--- src/rtl/jk_call_latch.sv ---
// jk_call_latch: bank of JK-type floor-call latches with per-channel and
// global enables, selectable J=K=1 resolution, registered set/clear edge
// pulses and combinational summary outputs (count, any, lowest, highest).
// Optional build macro CALL_DEBOUNCE_EN: when defined, each call input is
// debounced into a one-shot that fires on the DEB_CYCLES-th consecutive
// high edge; when undefined, the call input is used as a level directly.
module jk_call_latch #(
    parameter int CHANNELS   = 8,
    parameter int IDX_W      = 3,
    parameter int JK11_MODE  = 0,
    parameter int DEB_CYCLES = 4
) (
    input  logic                clk,
    input  logic                reset,
    input  logic                enable,
    input  logic [CHANNELS-1:0] ch_en,
    input  logic [CHANNELS-1:0] j,
    input  logic [CHANNELS-1:0] k,
    output logic [CHANNELS-1:0] q,
    output logic [CHANNELS-1:0] set_pulse,
    output logic [CHANNELS-1:0] clr_pulse,
    output logic [IDX_W:0]      pending_cnt,
    output logic                any_pending,
    output logic [IDX_W-1:0]    lowest_idx,
    output logic [IDX_W-1:0]    highest_idx
);

    // Out-of-range modes (3 and above) fall back to toggle.
    localparam logic [1:0] MODE_TOGGLE = 2'd0;
    localparam logic [1:0] MODE_SET    = 2'd1;
    localparam logic [1:0] MODE_CLEAR  = 2'd2;
    localparam logic [1:0] JK11_SEL    = (JK11_MODE == 1) ? MODE_SET :
                                         (JK11_MODE == 2) ? MODE_CLEAR : MODE_TOGGLE;

    // Reject parameter combinations the index/counter widths cannot hold.
    if (CHANNELS < 2 || CHANNELS > 32 || (1 << IDX_W) < CHANNELS ||
        DEB_CYCLES < 1 || DEB_CYCLES > 255) begin : g_bad_param
        $error("jk_call_latch: illegal parameter combination");
    end

    logic [CHANNELS-1:0] q_r;
    logic [CHANNELS-1:0] set_pulse_r;
    logic [CHANNELS-1:0] clr_pulse_r;
    logic [CHANNELS-1:0] q_next_s;
    logic [CHANNELS-1:0] je_s;

`ifdef CALL_DEBOUNCE_EN
    localparam logic [7:0] DEB_MAX  = 8'(DEB_CYCLES);
    localparam logic [7:0] DEB_LAST = 8'(DEB_CYCLES - 1);

    logic [7:0] deb_cnt_r [CHANNELS];

    // Per-channel run-length counter of consecutive high call samples; runs
    // regardless of the enables so a press landing on a disabled cycle is lost.
    always_ff @(posedge clk) begin
        for (int i = 0; i < CHANNELS; i++) begin
            if (reset) begin
                deb_cnt_r[i] <= 8'd0;
            end else if (!j[i]) begin
                deb_cnt_r[i] <= 8'd0;
            end else if (deb_cnt_r[i] < DEB_MAX) begin
                deb_cnt_r[i] <= deb_cnt_r[i] + 8'd1;
            end else begin
                deb_cnt_r[i] <= deb_cnt_r[i];
            end
        end
    end

    // One-shot effective J: only the edge that completes the debounce window.
    always_comb begin
        je_s = {CHANNELS{1'b0}};
        for (int i = 0; i < CHANNELS; i++) begin
            je_s[i] = j[i] && (deb_cnt_r[i] == DEB_LAST);
        end
    end
`else
    // Without debounce the call input acts directly as a level.
    always_comb begin
        je_s = j;
    end
`endif

    // Next-state JK rule per channel, gated by global and channel enables.
    always_comb begin
        q_next_s = q_r;
        for (int i = 0; i < CHANNELS; i++) begin
            if (enable && ch_en[i]) begin
                case ({je_s[i], k[i]})
                    2'b00: q_next_s[i] = q_r[i];
                    2'b01: q_next_s[i] = 1'b0;
                    2'b10: q_next_s[i] = 1'b1;
                    2'b11: begin
                        case (JK11_SEL)
                            MODE_SET:   q_next_s[i] = 1'b1;
                            MODE_CLEAR: q_next_s[i] = 1'b0;
                            default:    q_next_s[i] = ~q_r[i];
                        endcase
                    end
                    default: q_next_s[i] = q_r[i];
                endcase
            end else begin
                q_next_s[i] = q_r[i];
            end
        end
    end

    // Latch state and edge pulses; reset clears everything without pulsing.
    always_ff @(posedge clk) begin
        if (reset) begin
            q_r         <= {CHANNELS{1'b0}};
            set_pulse_r <= {CHANNELS{1'b0}};
            clr_pulse_r <= {CHANNELS{1'b0}};
        end else begin
            q_r         <= q_next_s;
            set_pulse_r <= q_next_s & ~q_r;
            clr_pulse_r <= ~q_next_s & q_r;
        end
    end

    // Summary outputs derived from the current latch state (zero latency).
    always_comb begin
        pending_cnt = {(IDX_W+1){1'b0}};
        lowest_idx  = {IDX_W{1'b0}};
        highest_idx = {IDX_W{1'b0}};
        for (int i = 0; i < CHANNELS; i++) begin
            pending_cnt = pending_cnt + {{IDX_W{1'b0}}, q_r[i]};
            if (q_r[i]) begin
                highest_idx = IDX_W'(i);
            end else begin
                highest_idx = highest_idx;
            end
        end
        for (int i = CHANNELS - 1; i >= 0; i--) begin
            if (q_r[i]) begin
                lowest_idx = IDX_W'(i);
            end else begin
                lowest_idx = lowest_idx;
            end
        end
        any_pending = |q_r;
    end

    assign q         = q_r;
    assign set_pulse = set_pulse_r;
    assign clr_pulse = clr_pulse_r;

endmodule

--- config.mk ---
export PLATFORM = sky130hd
export DESIGN_NAME = jk_call_latch
export DESIGN_NICKNAME = d
export VERILOG_FILES = /design/src/rtl/jk_call_latch.sv
export SDC_FILE = /design/constraint.sdc
export NUM_CORES = 1
export LEC_CHECK = 0
export ABC_AREA = 1
export BUFFER_PORTS_ARGS = -buffer_cell sky130_fd_sc_hd__buf_2
export CORE_AREA = 2 2 58 60
export CTS_CLUSTER_SIZE = 10
export DETAILED_ROUTE_END_ITERATION = 16
export DIE_AREA = 0 0 60 62
export GPL_TIMING_DRIVEN = 0
export PLACE_DENSITY_LB_ADDON = 0.1
export SYNTH_ARGS = -nofsm -noshare
export SYNTH_HDL_FRONTEND = slang
export SYNTH_SLANG_ARGS = --single-unit
--- constraint.sdc ---
create_clock -name clk -period 3.4 [get_ports clk]
set_clock_uncertainty 0.15 [all_clocks]
set_input_delay 0.51 -clock clk [delete_from_list [all_inputs] [get_ports clk]]
set_output_delay 0.51 -clock clk [all_outputs]
set_load 0.05 [all_outputs]
# Yosys cells after proc, flatten, opt, wreduce, memory -nomap -nowiden
# Index checks and enable logic that the tools add are counted.
# classes
reduce_logical	17
bitwise	12
n_mul	0
mux	31
shifts	0
n_lt_le_gt_ge	0
add_sub_neg	7
div	0
n_eq_ne	24
# ops
op	n
$mux 3	14
$eq 2x2->1 const B	16
$pmux 1 s4	8
$add 4x1->4	4
$and 8x8->8	2
$eq 2x1->1 const B	8
$logic_not 2->1	8
$not 8->8	2
$mux 1	9
$logic_and 1x1->1	8
$not 1->1	8
$reduce_or 8->1	1
$add 3x1->4	1
$add 2x1->3	1
$add 1x1->2	1
# word_totals
ff_bits	24
memories	0
word_cells	94
latch_bits	0
rom_bits	0
ram_bits	0
out_inout_bits	35

# Logic depth before layout (Yosys ltp)
# depth
ltp_word	8
depth_mapped	9
mapped_depth_nobuf	9

# Worst setup path after synthesis
# OpenSTA, ideal clock, no wires.
# synth_path
path_kind	register to output
from	register q_r[1] (netlist: q[1])
to	output port pending_cnt[2]
path_stages_with_launch	10
required_time_ns	2.740
t_arrival_ns	3.771
path_buffers	0
setup_slack_ns	-1.031
cell_sequence	dfxtp_1 > inv_1 > fa_1 > fa_1 > fa_1 > inv_1 > ha_1 > inv_1 > fa_1 > xnor2_1
# synth_via
elab_chain_len	7
# synth_rtl
element	line_no	text
from (decl)	41	logic [CHANNELS-1:0] q_r;
from (signal assigned)	110	q_r <= {CHANNELS{1'b0}};
from (signal assigned)	114	q_r <= q_next_s;
$add 1x1->2	126	pending_cnt = pending_cnt + {{IDX_W{1'b0}}, q_r[i]};
$add 2x1->3	126	
$add 3x1->4	126	
$add 4x1->4 (4 in series)	126	
to (decl)	22	output logic [IDX_W:0] pending_cnt,
# Every way passes these cells.

# Worst setup path after layout
# layout_path
from	register q_r[0] (netlist: q[0])
to	output port pending_cnt[1]
# Same word-level chain as after synthesis.

==> impl_metrics.toml <==
[run_status]
status = "finished, violations left"
violations = "setup timing"

[global_route]
grt_pass1_wl_um = 4554
antenna_found_initial = 0
grt_pass1_vias = 1035
grt_max_degree = 14
globalRouteOverflowTotal = 0
grt_use_total = 0.1663

[routing]
via_per_inst = 4.724
drt_first_pass_iters = 6
routed_wl_um = 2936
vias = 1162
drtAntennaViolNets = 0
drc_errors = 0
post_drt_wl_per_cell_um = 11.93
first_iter_violations = 44

[finish]
diodes = 0
post-route-util = 0.5270
final_common_cell = "buf_2"
syn_to_final_growth_pct = 45.70
final_layout_size_suffix_gt1_frac = 0.4750
num-fill-cells = 306
final_cell_mix = "buf_2, nand2_1, dfxtp_1, inv_1"
final_net_count = 236

[timing]
finalCritPeriodShare = 1.133
layout_setup_ws_ps = -451.2
setup_tns_ps = -992.9
drv_slew = 0
finalHoldViolCount = 0
worst_pin_slew_ps = 297.5
hold_slack_ps = 282.4
fmax_mhz = 259.7
setup_viol = 3
finalCriticalPeriod_ps = 3851
slew_headroom = 0.7998
rsz0062_at_grt = "yes"

[die]
initial_utilization = 0.3617
core_um2 = 3179
die_w_um = 60
die_h_um = 62
fp.dieArea_um2 = 3720
ioPinCount = 62
num_rows = 21

[clocking]
root_buffer = "clkbuf_4"
cts_made_buffers = 3
path_clk_slew_ps = 130
holdBufCountCts = 0
clock_latency_ps = 310
cts_tree = "built"
clockBufferDepth = 2
cts.sinks = 24
ctsHtreeMaxLevel = 1

[setup_path]
cp-start-kind = "flip-flop"
required_ps = 2740
arrival_ps = 3190
cpMostUsedCell = "fa_1"
path_cells = "inv_4 > fa_1 > fa_1 > fa_1 > inv_2 > ha_4 > inv_2 > fa_2 > clkinvlp_4 > buf_6"
cp_num_buf_inv = 5
cp-end-kind = "output pin"
crit_type = "flip-flop to output pin"
cpLargestDelayFamily = "adder cells"
crit_fanout = 2
critPathSlowestCell = "fa_1"
max_stage_delay_ps = 550

[logic_synthesis]
ys_ff_latch = 24
synth_cell_types = 22
syn-cell-area_um2 = 1150
synthCells = 131
seq_area_frac_synth = 0.4178
synth_warnings = 0
synth_top_area_share = 0.4178
synth_nets = 166
synth_area_leader_cell = "dfxtp_1"
synthTopCellsByArea = "dfxtp_1, nand2_1, fa_1"
syn_avg_cell_area_um2 = 8.778

[placement]
io_buffers = 60
pre_cts_slack_ps = -252.6
routabilityCongestion = 0.7617
hpwlAfterDp_um = 2279

[power]
p_leak_uw = 0.0008028
power_uw = 714.4
max-vdd-ir-drop_mv = 0.2121
pwr_density_cell_nw_per_um2 = 426.4

[job]
drv_cap = 0

[worst_hold_path]
holdCritPathClass = "input port to flip-flop"
sequential cells by signal (all words and copies together), names as in the netlist:
register,count
set_pulse,8
clr_pulse,8
q,8
path summary, 6_finish.rpt:
| path | from | end | slack [ps] | cells past startpoint |
|---|---|---|---|---|
| worst min-delay path | k[6] | clr_pulse[6]$_SDFF_PP0_ | 280 | 3 |
| worst max register to register | q[2]$_SDFF_PP0_ | q[2]$_SDFF_PP0_ | 2320 | 2 |
| worst min register to register | q[3]$_SDFF_PP0_ | set_pulse[3]$_SDFF_PP0_ | 310 | 1 |
| worst max-delay path | q[0]$_SDFF_PP0_ | pending_cnt[1] | -450 | 10 |
worst min-delay path: cells and delay by family:
kind          cells  cell delay, ps
simple gates      2             110
buf+inv           1              90
per-stage QoR:
stage | instance area (um2) | cells
after floorplan | 1191 | 131
after global placement | 1549 | 237
after detailed placement | 1549 | 237
after CTS | 1648 | 245
after global routing | 1675 | 246
final | 1675 | 246
power breakdown:
group | total, uW | switching, uW | internal [uW]
Combinational | 269 | 184 | 84.2
Sequential | 296 | 7.02 | 289
Clock | 150 | 84.8 | 65.5
Total | 714 | 276 | 438
repair_timing:
action                                 4_1_cts  5_1_grt
pin swaps                                    2        2
gates cloned                                 0        0
setup endpoints to repair                    4        4
resized for setup                           12        5
buffers inserted                             4        1
endpoints found under the hold margin        0        0
cell families (layout without fill, tap and decap cells):
group           after synthesis  count (layout)  synth area share
buf+inv                      21              90           0.09140
flops                        24              24            0.4178
xor+xnor                      1               1          0.007618
compound gates               14              14           0.08161
fa+ha+maj                     8               8            0.1132
simple gates                 63              63            0.2883
routing by layer:
layer | share of wire | vias to the layer above | global-route usage
met3 | 0.044 | 4 | 0.02692
met5 | 0 | - | 0
met2 | 0.51 | 31 | 0.2966
met1 | 0.44 | 539 | 0.2025
met4 | 0.011 | 0 | 0.06032
li1 | - | 588 | -
cells in the mapped netlist (all sizes together):
cell and count:
nand2 26, inv 17, ha 4, nor4 9
nor2 9, a211oi 8, o21ai 2, fa 4
xnor2 1, a21oi 2, a31oi 1, nor3 9
o21bai 1, dfxtp 24, nand3 10, buf 4
layout make-up:
class / count / area (um2) / share of cell area
plain buffers: 4 / 41.29 / 0.02465
clock buffers: 4 / 36.28 / 0.02166
inverters: 17 / 72.57 / 0.04332
multi-input cells: 86 / 605.6 / 0.3615
flip-flops and latches: 24 / 491.7 / 0.2935
well taps: 46 / 57.56 / 0.03435
repair buffers: 65 / 370.4 / 0.2211
No activity file was read; power rests on OpenSTA's default activity.
